## src/rtl/cycle_seq_pkg.sv

```systemverilog
// Shared types and sizing helpers for the cycle sequencer and its tick divider.
package cycle_seq_pkg;

    typedef enum logic [1:0] {
        IDLE  = 2'd0,
        RUN   = 2'd1,
        PAUSE = 2'd2,
        DONE  = 2'd3
    } seq_state_e;

    // Width of the divider count; a single bit is kept even when DIV==1.
    function automatic int div_cnt_w(input int div);
        return (div > 1) ? $clog2(div) : 1;
    endfunction

endpackage

```

## src/rtl/tick_divider.sv

```systemverilog
// Counts enabled clk cycles modulo DIV; due flags the cycle that completes a tick period.
module tick_divider
    import cycle_seq_pkg::*;
#(
    parameter int DIV = 2
) (
    input  logic clk,
    input  logic rst_n,
    input  logic en,
    input  logic clr,
    output logic due
);

    localparam int W = div_cnt_w(DIV);
    localparam logic [W-1:0] LAST = W'(DIV - 1);

    logic [W-1:0] div_cnt_q;
    logic [W-1:0] div_cnt_d;

    assign due = (div_cnt_q == LAST);

    always_comb begin
        div_cnt_d = div_cnt_q;
        if (clr) begin
            div_cnt_d = '0;
        end else if (en) begin
            div_cnt_d = due ? '0 : div_cnt_q + W'(1);
        end
    end

    always_ff @(posedge clk or negedge rst_n) begin
        if (!rst_n) begin
            div_cnt_q <= '0;
        end else begin
            div_cnt_q <= div_cnt_d;
        end
    end

endmodule

```

## src/rtl/cycle_sequencer.sv

```systemverilog
// Turns raw clk edges into a divided tick stream, counts ticks, and flags done at MAX_CYC.
// start/halt are plain levels sampled on posedge; there is no handshake back to the driver.
module cycle_sequencer
    import cycle_seq_pkg::*;
#(
    parameter int          DIV     = 2,
    parameter int          CNT_W   = 32,
    parameter int unsigned MAX_CYC = 10
) (
    input  logic             clk,
    input  logic             rst_n,
    input  logic             start,
    input  logic             halt,
    output logic             tick,
    output logic [CNT_W-1:0] cyc,
    output logic             done,
    output logic [1:0]       state
);

    if (DIV < 1 || CNT_W < 1 || 64'(MAX_CYC) >= (64'd1 << CNT_W)) begin : g_param_err
        $fatal(1, "cycle_sequencer: DIV must be >= 1 and MAX_CYC must fit in CNT_W bits");
    end

    localparam logic [CNT_W-1:0] MAX_V = CNT_W'(MAX_CYC);

    seq_state_e       state_q, state_d;
    logic             tick_q, tick_d;
    logic [CNT_W-1:0] cyc_q, cyc_d;
    logic             done_q, done_d;

    logic             due;
    logic             run_go;
    logic             restart;
    logic [CNT_W-1:0] cyc_inc;
    logic             hit_limit;

    // halt wins over a due tick, so the divider only advances while running unhalted.
    assign run_go    = (state_q == RUN) && !halt;
    assign restart   = ((state_q == IDLE) || (state_q == DONE)) && start;
    assign cyc_inc   = cyc_q + CNT_W'(1);
    assign hit_limit = (MAX_CYC != 0) && (cyc_inc == MAX_V);

    tick_divider #(
        .DIV (DIV)
    ) u_tick_divider (
        .clk   (clk),
        .rst_n (rst_n),
        .en    (run_go),
        .clr   (restart),
        .due   (due)
    );

    always_ff @(posedge clk or negedge rst_n) begin
        if (!rst_n) begin
            state_q <= IDLE;
        end else begin
            state_q <= state_d;
        end
    end

    always_comb begin
        state_d = state_q;
        unique case (state_q)
            IDLE, DONE: if (start) state_d = RUN;
            RUN: begin
                if (halt) begin
                    state_d = PAUSE;
                end else if (due && hit_limit) begin
                    state_d = DONE;
                end
            end
            PAUSE:   if (!halt) state_d = RUN;
            default: state_d = IDLE;
        endcase
    end

    always_comb begin
        tick_d = run_go && due;
        cyc_d  = cyc_q;
        done_d = done_q;
        if (restart) begin
            cyc_d  = '0;
            done_d = 1'b0;
        end else if (tick_d) begin
            cyc_d = cyc_inc;
            if (hit_limit) begin
                done_d = 1'b1;
            end
        end
    end

    always_ff @(posedge clk or negedge rst_n) begin
        if (!rst_n) begin
            tick_q <= 1'b0;
            cyc_q  <= '0;
            done_q <= 1'b0;
        end else begin
            tick_q <= tick_d;
            cyc_q  <= cyc_d;
            done_q <= done_d;
        end
    end

    assign tick  = tick_q;
    assign cyc   = cyc_q;
    assign done  = done_q;
    assign state = state_q;

endmodule

```

## config.mk

```make
export PLATFORM = sky130hd
export DESIGN_NAME = cycle_sequencer
export DESIGN_NICKNAME = d
export VERILOG_FILES = /design/src/rtl/cycle_seq_pkg.sv /design/src/rtl/tick_divider.sv /design/src/rtl/cycle_sequencer.sv
export SDC_FILE = /design/constraint.sdc
export NUM_CORES = 1
export LEC_CHECK = 0
export CORE_UTILIZATION = 54
export DETAILED_ROUTE_END_ITERATION = 8
export GPL_ROUTABILITY_DRIVEN = 0
export PLACE_DENSITY_LB_ADDON = 0.15
export SYNTH_ARGS = -nofsm -noshare
export SYNTH_HDL_FRONTEND = slang
export SYNTH_SLANG_ARGS = --single-unit
export TNS_END_PERCENT = 20
```

## constraint.sdc

```tcl
create_clock -name clk -period 2.7 [get_ports clk]
set_clock_uncertainty 0.1 [all_clocks]
set_input_delay 0.54 -clock clk [delete_from_list [all_inputs] [get_ports clk]]
set_output_delay 0.54 -clock clk [all_outputs]
set_load 0.02 [all_outputs]
```

* Word level (Yosys, flattened, before mapping)
Index checks and enable logic that the tools add are counted. W data, S select, Z words.
Word-level totals: bits in registers 37, bits of input ports 4, output and inout bits 36, logic and storage cells 40
Cells by class: add/subtract/negate cells 2, eq/ne operators 7, multiplexer cells 13, reduce and logical (&&, ||, !) cells 13
Operator list (number):
- $mux W32 | 2
- $add A32 B1 Y32 const B | 1
- $eq A32 B4 Y1 const B | 1
- $mux W2 | 4
- $mux W1 | 6
- $pmux W2 S3 | 1
- $reduce_bool A2 Y1 | 3
- $eq A2 B2 Y1 const B | 2
- $logic_and A1 B1 Y1 | 4
- $ne A2 B2 Y1 const B | 2
- $ne A3 B2 Y1 const B | 1
- $reduce_and A3 Y1 | 1
- $eq A2 B1 Y1 const B | 1
- $logic_not A2 Y1 | 1
- $reduce_and A2 Y1 | 1
- $reduce_or A2 Y1 | 1
- $add A1 B1 Y1 const B | 1
- $logic_not A1 Y1 | 1
- $logic_or A1 B1 Y1 | 1

* Longest topological paths before layout
Gate-level depths: netlist of run 1.
depth in word-level cells 6, gate-level depth with buffers 10, depth with buffers taken out 10

* Cells and area by module
Synthesis of run 1 repeated with hierarchy kept, for this count alone.
Second synthesis, totals: cell total of the unflattened synthesis 268, area, all modules 2413.6 µm²
By module, submodules not included:
- cycle_sequencer | times used 1, cells an instance 265, area each 2376.0 µm², sequential area each 900.9 µm²
- tick_divider | times used 1, cells an instance 3, area each 37.5 µm², sequential area each 25.0 µm²

* Least setup slack after synthesis of run 1
Ideal clock, no wire load.
kind register -> register, start reg cyc_q[0], in the netlist cyc[0], end reg done_q, in the netlist done, library setup time 0.132 ns, arrival time 2.366 ns, required time 2.468 ns, path slack 0.102 ns, cell stages (with the launch flop) 11, path buffers 1, period minus slack after synthesis 2.598 ns, cell sequence dfrtp_1 -> ha_1 -> clkbuf_2 -> nand3_1 -> or2_1 -> or3b_4 -> o21a_1 -> o211ai_1 -> nor4_2 -> a41oi_1 -> nor2_1
On the way: cells in the longest elaborated chain, start to end 4
Ends and longest elaborated chain:
- start, declared | line cycle_sequencer.sv:28 | logic [CNT_W-1:0] cyc_q, cyc_d;
- start signal, assigned | line cycle_sequencer.sv:99 | cyc_q <= cyc_d;
- $add A32 B1 Y32 | line cycle_sequencer.sv:40 | assign cyc_inc = cyc_q + CNT_W'(1);
- $eq A32 B4 Y1 | line cycle_sequencer.sv:41 | assign hit_limit = (MAX_CYC != 0) && (cyc_inc == MAX_V);
- $reduce_bool A2 Y1 (no source line)
- $reduce_and A2 Y1 (no source line)
- end signal, assigned | line cycle_sequencer.sv:100 | done_q <= done_d;
- end, declared | line cycle_sequencer.sv:29 | logic done_q, done_d;
No other way between the ends. A chain may end at the register's enable or synchronous reset.

* Worst setup path in the final report of run 1
start reg cyc_q[0], in the netlist cyc[0], end reg state_q[1], in the netlist state[1]
On the way: cells in the longest elaborated chain, start to end 5
Ends and longest elaborated chain:
- $add A32 B1 Y32 | line cycle_sequencer.sv:40
- $eq A32 B4 Y1 | line cycle_sequencer.sv:41
- $logic_and A1 B1 Y1 | line cycle_sequencer.sv:68 | end else if (due && hit_limit) begin
- $ne A3 B2 Y1 (no source line)
- $reduce_and A3 Y1 (no source line)
- end signal, assigned | line cycle_sequencer.sv:57 | state_q <= state_d;
- end, declared | line cycle_sequencer.sv:26 | seq_state_e state_q, state_d;
No other way between the ends.

==> impl_metrics.json, run 1 <==
{
  "status": "finished clean",
  "total_power_mw": 1.42,
  "htree_levels": 2,
  "vias_per_cell": 5.90,
  "critPathLaunch": "cyc[0]$_DFFE_PN0P_",
  "die-area_um2": 4940,
  "cts_buffer_depth": 2,
  "slew_headroom": 0.451,
  "start_kind": "register",
  "min_path_type": "input pin to async pin",
  "post_cts_resized": 0,
  "syn_inst": 293,
  "die_h_um": 70.3,
  "n_antenna_cell": 0,
  "syn_avg_cell_area_um2": 8.59,
  "regToRegSetupSlack_ns": 0.15,
  "vias": 2354,
  "fin_util": 0.717,
  "synth-edff-count": 0,
  "finalSetupTns_ns": 0,
  "fmax_mhz": 391,
  "wl_per_cell_um": 16.1,
  "design_area_um2": 3160,
  "min_period_ns": 2.55,
  "start_util": 0.570,
  "core_um2": 4410,
  "crit_type": "register to register",
  "numCtsBuffers": 5,
  "multi_input_area_um2": 1470,
  "finalSetupViolCount": 0,
  "seq_area_um2": 928,
  "cts_hold_repair.buffers": 0,
  "io_buffer_count": 39,
  "first_global_vias": 2244,
  "cp.arrival_ns": 2.67,
  "synth_cell_type_count": 52,
  "grt_overflow": 0,
  "worst-path-max-fanout": 5,
  "synth_flop_cell": "dfrtp_1",
  "grt_pass1_wl_um": 10800,
  "dp_hpwl_um": 4620,
  "grt_util_all_layers": 0.278,
  "worstSkewPairLatency_ns": 0.29,
  "drv_slew": 0,
  "ys_async_sr_fraction": 1.00,
  "num_io_pins": 40,
  "fin_hold_ws_ns": 0.234,
  "synth_area_um2": 2520,
  "dr.pass1.iters": 5,
  "fillers": 398,
  "cp.required_ns": 2.81,
  "grt_max_degree": 38,
  "tightest_slew_ns": 0.823,
  "finalCritPeriodShare": 0.946,
  "syn-num-nets": 301,
  "cts_sinks": 37,
  "rsz0062_at_grt": "false",
  "area_growth_pct": 25.8,
  "cts_tree": "built",
  "critPathCaptureType": "register",
  "ys.warnings.count": 0,
  "drtAntennaViolNets": 0,
  "ys_ff_latch": 37,
  "num_rows": 24,
  "peakVddDrop_v": 0.000267,
  "place_area_um2": 3070,
  "cts_setup_buffers": 0,
  "layout.nets": 354,
  "root_buffer": "clkbuf_8",
  "leakage_nw": 1.36,
  "yosysSeqAreaShare": 0.368,
  "power_density_nw_per_um2": 448,
  "path_clk_slew_ns": 0.08,
  "wl_um": 6430,
  "drc": 0,
  "chipWidth_um": 70.3,
  "antenna_found_initial": 0,
  "finalHoldViolCount": 0,
  "r2r_start": "cyc[0]$_DFFE_PN0P_",
  "drive_gt1_frac": 0.156,
  "drtIter0Drc": 119,
  "cap_violations": 0
}
## worst max-delay path, stage by stage (launching register included)
cell,delay (ns)
dfrtp_1,0.36
ha_1,0.20
nand3_2,0.14
nor4_4,0.43
nand3_2,0.17
nor4b_2,0.23
a211oi_1,0.10
nor4_2,0.34
nand4_1,0.18
a31oi_1,0.21
## layout make-up
class / instances / share of cell area
multi-input cells: 227 / 0.465
flip-flops and latches: 37 / 0.293
repair buffers: 64 / 0.181
clock buffers: 5 / 0.0217
well taps: 52 / 0.0206
inverters: 11 / 0.0130
clock inverters: 3 / 0.00554
## power breakdown
group / leakage (nW) / internal [mW] / total [mW] / switching, mW
sequential: 0.507 / 0.591 / 0.621 / 0.0307
combinational: 0.808 / 0.156 / 0.411 / 0.255
clock: 0.0439 / 0.178 / 0.387 / 0.208
total: 1.36 / 0.925 / 1.42 / 0.494
## cell usage in the layout, fill, tap and decap left out, types with 2 or more instances in the layout
cell type,instances
or3_1,7
nand4_4,2
nor4_1,3
a21oi_1,16
nand2_1,18
nor4_4,2
a41oi_1,2
clkbuf_8,5
nor4b_1,2
o21a_1,2
nand4_1,13
xor2_1,19
dfrtp_1,35
nor2_1,45
a211oi_1,3
clkinv_2,2
o21ai_0,6
and3_1,6
ha_1,4
buf_4,25
or2_1,2
nor3_1,5
xnor2_1,15
nand3_2,2
and2_1,3
a31o_2,2
clkdlybuf4s50_1,38
inv_1,10
o22ai_1,3
nand3_1,19
dfrtp_2,2
a31oi_1,6
## per-stage QoR
step                setup slack (ns)  std cells
floorplan                      0.102        293
finish                         0.145        399
detailed placement            0.0281        391
CTS                           0.0927        399
global placement               0.112        391
global route                  0.0127        399
## worst paths after layout
kind                                             end  cells past startpoint
min in group clk                    done$_DFFE_PN0P_                      2
max in group asynchronous         cyc[7]$_DFFE_PN0P_                      1
worst min register to register      done$_DFFE_PN0P_                      2
worst min-delay path             cyc[11]$_DFFE_PN0P_                      1
worst max register to register  state[1]$_DFFE_PN0P_                      9
worst max-delay path            state[1]$_DFFE_PN0P_                      9
## cells in the mapped netlist, types with 2 or more instances
cell      instances  share of area
nor4b_1           2         0.0070
inv_1            10          0.015
o21a_1            2         0.0060
nand4_4           2          0.017
clkbuf_2          2         0.0040
and3_1            6          0.015
nand4_1          13          0.032
a21oi_1          16          0.032
o22ai_1           3         0.0075
ha_1              4          0.020
nor4_1            3         0.0075
nor2_1           45          0.067
nand3_1          20          0.040
or3_1             7          0.017
nor3_1            5         0.0099
nor4_4            2          0.017
xor2_1           19          0.066
clkbuf_1          7          0.010
dfrtp_1          37           0.37
buf_2             8          0.016
nand2_1          18          0.027
a31o_2            2         0.0070
xnor2_1          15          0.052
a41oi_1           2         0.0070
o21ai_0           6          0.012
and2_1            3         0.0075
a211oi_1          3         0.0090
a31oi_1           6          0.015
or2_1             2         0.0050
## per-layer routing
metal	vias to the layer above	part of all wire	track usage	routed length, µm
li1	1140	-	-	-
met2	62	0.50	0.465	3230
met1	1139	0.44	0.368	2810
met4	0	0.017	0.0933	109
met5	-	0	0	0
met3	13	0.044	0.0418	283
## sequential cells by signal, indices dropped and copies added (netlist names)
| signal | count |
|---|---|
| tick | 1 |
| u_tick_divider.due | 1 |
| state | 2 |
| done | 1 |
| cyc | 32 |
## kinds of logic after synthesis
kind of cell,Yosys count,synth area share
buffers and inverters,29,0.0497
DFF,37,0.368
muxes,1,0.00398
adders and majority gates,4,0.0199
xor gates and xnor gates,34,0.118
and+or+nand+nor,142,0.325
AOI/OAI and AO/OA,46,0.115
No activity file was read; power rests on OpenSTA's default activity.
==> run 2: changes to the inputs <==
--- a/config.mk
+++ b/config.mk
@@ -8,6 +8,7 @@
 export CORE_UTILIZATION = 54
 export DETAILED_ROUTE_END_ITERATION = 8
 export GPL_ROUTABILITY_DRIVEN = 0
+export GPL_TIMING_DRIVEN = 0
 export PLACE_DENSITY_LB_ADDON = 0.15
 export SYNTH_ARGS = -nofsm -noshare
 export SYNTH_HDL_FRONTEND = slang
==> impl_metrics.json, run 2 (synthesized netlist as in run 1, its figures left out) <==
{
  "status": "finished clean",
  "wl_um": 6140,
  "core_um2": 4410,
  "peakVddDrop_v": 0.000229,
  "finalCritPeriodShare": 0.988,
  "layout_common_cells": "44 x nor2_1, 38 x clkdlybuf4s50_1, 35 x dfrtp_1",
  "cts_sinks": 37,
  "power.share.clock": 0.293,
  "crit_type": "input pin to register",
  "drv_slew": 0,
  "dr.pass1.iters": 4,
  "num_io_pins": 40,
  "start_kind": "input pin",
  "die_h_um": 70.3,
  "grt_util_all_layers": 0.261,
  "finalSetupViolCount": 0,
  "worst-path-max-fanout": 8,
  "fin_hold_ws_ns": 0.235,
  "area_growth_pct": 25.4,
  "io_buffer_count": 39,
  "worstSkewPairLatency_ns": 0.29,
  "grt_pass1_wl_um": 10300,
  "cpPeakStageDelay_ns": 0.61,
  "min_path_type": "input pin to async pin",
  "grt_max_degree": 38,
  "tightest_slew_ns": 0.835,
  "power_density_nw_per_um2": 470,
  "netSwitchingPower_mw": 0.497,
  "drc": 0,
  "switching_share": 0.336,
  "root_buffer": "clkbuf_8",
  "finalHoldViolCount": 0,
  "drtAntennaViolNets": 0,
  "num_rows": 24,
  "fmax_mhz": 375,
  "wl_per_cell_um": 15.4,
  "antenna_found_initial": 0,
  "chipWidth_um": 70.3,
  "cp.required_ns": 2.76,
  "n_antenna_cell": 0,
  "cts_buffer_depth": 2,
  "critPathCaptureType": "register",
  "min_period_ns": 2.67,
  "path_clk_slew_ns": 0.07,
  "drtIter0Drc": 138,
  "cap_violations": 0,
  "vias": 2379,
  "comb_power_share": 0.281,
  "die-area_um2": 4940,
  "first_global_vias": 2199,
  "cp.arrival_ns": 2.73,
  "leakage_nw": 1.34,
  "critical_path.cell_chain": "clkdlybuf4s50_1 -> nor2b_1 -> nand2_1 -> nor4_2 -> and2_1 -> nand3_1 -> xor2_1 -> nor2_1",
  "cpMaxStageDelayCell": "nor4_2",
  "dp_hpwl_um": 4270,
  "seqPwrFrac": 0.426,
  "reg2reg_depth": 11,
  "grt_overflow": 0,
  "layout.nets": 353,
  "place_area_um2": 2970,
  "slew_headroom": 0.444,
  "rsz0062_at_grt": "true",
  "design_area_um2": 3150,
  "numCtsBuffers": 5,
  "start_util": 0.570,
  "drive_gt1_frac": 0.147,
  "htree_levels": 2,
  "layout_commonest_cell": "nor2_1",
  "cts_tree": "built",
  "internal_power_mw": 0.985,
  "vias_per_cell": 5.98,
  "largest_reg_flops": 32
}
run 2: cell count changes in the layout (fill, tap and decap cells not counted), sizes merged:
cell and change:
clkbuf +11, clkinv -1, buf -10, clkinvlp -1
run 2: worst paths after layout:
check	start	end	slack (ns)
hold reg to reg	done$_DFFE_PN0P_	done$_DFFE_PN0P_	0.43
setup / recovery	halt	cyc[27]$_DFFE_PN0P_	0.03
setup reg to reg	cyc[1]$_DFFE_PN0P_	state[0]$_DFFE_PN0P_	0.03
min in group clk	done$_DFFE_PN0P_	done$_DFFE_PN0P_	0.43
max in group asynchronous	rst_n	cyc[1]$_DFFE_PN0P_	1.70
hold / removal	rst_n	cyc[9]$_DFFE_PN0P_	0.24
run 2: per-layer routing:
metal | part of all wire | wire, µm | GRT usage
met5 | 0 | 0 | 0
met4 | 0.018 | 111 | 0.0800
met3 | 0.065 | 399 | 0.0491
met2 | 0.50 | 3050 | 0.442
met1 | 0.42 | 2580 | 0.337
run 2: per-stage QoR:
stage / std cells / TNS, ns / setup WS (ns) / power [mW] / util
after detailed placement: 384 / -3.00 / -0.465 / 1.03 / 0.672
after global placement: 384 / -2.69 / -0.469 / 1.02 / 0.673
final: 398 / 0 / 0.0332 / 1.48 / 0.715
after global routing: 398 / -0.825 / -0.140 / 1.56 / 0.715
after floorplan: 293 / 0 / 0.102 / 0.879 / -
after CTS: 392 / -0.0628 / -0.0339 / 1.46 / 0.699
run 2: cell type report:
type	instances	area, µm²
multi-input combinational	227	1500
fill	380	1260
sequential	37	928
timing repair buffer	45	430
clock buffer	7	96.3
buffer	18	92.6
tap	52	65.1
inverter	11	41.3
clock inverter	1	5.00
run 2: worst max-delay path: cells and delay by family:
| family | cells | cell delay (ns) |
|---|---|---|
| simple gates | 6 | 1.56 |
| buf+inv | 1 | 0.47 |
| xor+xnor | 1 | 0.16 |
run 2: timing repair:
item,in CTS,in global routing
pin swaps,1,3
buffers inserted,0,6
resized for setup,5,8
endpoints found under the setup margin,8,8
hold buffers,0,0
run 2: power groups by stage:
stage	clock network [mW]	registers [mW]	logic, mW
6_report	0.434	0.631	0.417
5_1_grt	0.463	0.637	0.464
4_1_cts	0.440	0.642	0.380
3_5_place_dp	0	0.650	0.376
3_3_place_gp	0	0.648	0.371
2_1_floorplan	0	0.677	0.202
==> run 3: changes to the inputs <==
--- a/config.mk
+++ b/config.mk
@@ -5,6 +5,7 @@
 export SDC_FILE = /design/constraint.sdc
 export NUM_CORES = 1
 export LEC_CHECK = 0
+export CORE_MARGIN = 3
 export CORE_UTILIZATION = 54
 export DETAILED_ROUTE_END_ITERATION = 8
 export GPL_ROUTABILITY_DRIVEN = 0
==> impl_metrics.json, run 3 (synthesized netlist as in run 1, its figures left out) <==
{
  "status": "finished clean",
  "peakVddDrop_v": 0.000384,
  "finalSetupTns_ns": 0,
  "crit_type": "register to register",
  "setup_slack_ns": 0.0290,
  "wl_per_cell_um": 15.8,
  "path_clk_slew_ns": 0.08,
  "drc": 0,
  "chipWidth_um": 74.3,
  "cts_tree": "built",
  "drive_gt1_frac": 0.142,
  "grt_util_all_layers": 0.250,
  "fmax_mhz": 374,
  "core_um2": 4410,
  "dp_hpwl_um": 4370,
  "n_antenna_cell": 0,
  "cpMaxStageDelayCell": "or3b_4",
  "grt_max_degree": 38,
  "grt_overflow": 0,
  "cts_hold_repair.buffers": 0,
  "layout_common_cells": "44 x nor2_1, 38 x clkdlybuf4s50_1, 35 x dfrtp_1",
  "drtIter0Drc": 179,
  "root_buffer": "clkbuf_8",
  "layout_commonest_cell": "nor2_1",
  "rsz0062_at_grt": "true",
  "tightest_slew_ns": 0.829,
  "finalHoldViolCount": 0,
  "dp_slack_ns": -0.476,
  "path_buf_inv": 2,
  "layout.nets": 351,
  "slew_headroom": 0.447,
  "start_util": 0.570,
  "critical_path.cell_chain": "ha_1 -> clkbuf_4 -> nand3_2 -> or2_4 -> or3b_4 -> o21a_1 -> o211ai_1 -> nor4_2 -> buf_4 -> a41oi_1 -> nor2_1",
  "die_h_um": 74.3,
  "min_path_type": "input pin to async pin",
  "cts_buffer_depth": 2,
  "crit_family": "simple AND/OR/NAND/NOR gates",
  "critPathLaunch": "cyc[1]$_DFFE_PN0P_",
  "die-area_um2": 5510,
  "min_period_ns": 2.67,
  "cap_violations": 0,
  "htree_levels": 2,
  "num_io_pins": 40,
  "worst-path-max-fanout": 8,
  "r2r_start": "cyc[1]$_DFFE_PN0P_",
  "vias": 2382,
  "grt_pass1_wl_um": 10700,
  "vias_per_cell": 6.02,
  "cp.required_ns": 2.77,
  "power_density_nw_per_um2": 514,
  "fin_util": 0.718,
  "finalSetupViolCount": 0,
  "antenna_found_initial": 0,
  "worstSkewPairLatency_ns": 0.30,
  "leakage_nw": 1.36,
  "finalCritPeriodShare": 0.989,
  "wl_um": 6240,
  "dr.pass1.iters": 4,
  "dpl.cell_count": 384,
  "numCtsBuffers": 5,
  "stdcell_count": 396,
  "first_global_vias": 2307,
  "io_buffer_count": 39,
  "area_growth_pct": 26.0,
  "num_rows": 24,
  "cts_sinks": 37,
  "largest_reg_flops": 32,
  "fin_hold_ws_ns": 0.240,
  "cp.arrival_ns": 2.74,
  "start_kind": "register",
  "critPathCaptureType": "register",
  "drtAntennaViolNets": 0,
  "drv_slew": 0,
  "cpPeakStageDelay_ns": 0.43
}
run 3: changes by cell type in the layout (fill, tap and decap cells not counted), sizes merged:
| cell | change |
|---|---|
| bufinv | +2 |
| clkbuf | -2 |
| buf | -2 |
run 3: area by class of cell:
type / instances / area, µm²
Tap cell: 52 / 65.1
Inverter: 11 / 41.3
Clock buffer: 5 / 68.8
Timing Repair Buffer: 43 / 415
Fill cell: 370 / 1240
Clock inverter: 3 / 65.1
Buffer: 18 / 86.3
Multi-Input combinational cell: 227 / 1500
Sequential cell: 37 / 928
run 3: final timing paths:
kind	endpoint	slack, ns	cells past startpoint
max	done$_DFFE_PN0P_	0.03	11
min	cyc[1]$_DFFE_PN0P_	0.24	1
max reg2reg	done$_DFFE_PN0P_	0.03	11
min reg2reg	done$_DFFE_PN0P_	0.42	2
max in group asynchronous	cyc[0]$_DFFE_PN0P_	1.70	1
min in group clk	done$_DFFE_PN0P_	0.42	2
run 3: what timing repair did:
action | CTS | global route
resized for setup | 5 | 6
setup buffers | 0 | 4
pin swaps | 1 | 5
setup endpoints to repair | 9 | 9
run 3: through the flow:
stage	total power [mW]	instance area, µm²
after floorplan	0.879	2520
after global placement	1.02	2970
after detailed placement	1.02	2970
after CTS	1.60	3120
after global routing	1.70	3170
final	1.63	3170
run 3: metal layers:
metal | track usage | vias to the layer above | share of wire | wire (µm)
met5 | 0 | - | 0 | 0
li1 | - | 1138 | - | -
met1 | 0.314 | 1150 | 0.44 | 2730
met3 | 0.0500 | 15 | 0.054 | 339
met2 | 0.416 | 79 | 0.48 | 3010
met4 | 0.109 | 0 | 0.025 | 155
run 3: where the power goes:
group          leakage [nW]  internal, mW  switching (mW)
Clock                0.0681         0.367           0.212
Sequential            0.508         0.593          0.0392
Combinational         0.781         0.162           0.257
run 3: worst reg2reg max path, stage by stage (launching register included):
cell	delay (ns)
dfrtp_2	0.41
ha_1	0.15
clkbuf_4	0.18
nand3_2	0.13
or2_4	0.29
or3b_4	0.43
o21a_1	0.18
o211ai_1	0.22
nor4_2	0.08
buf_4	0.14
a41oi_1	0.16
nor2_1	0.06
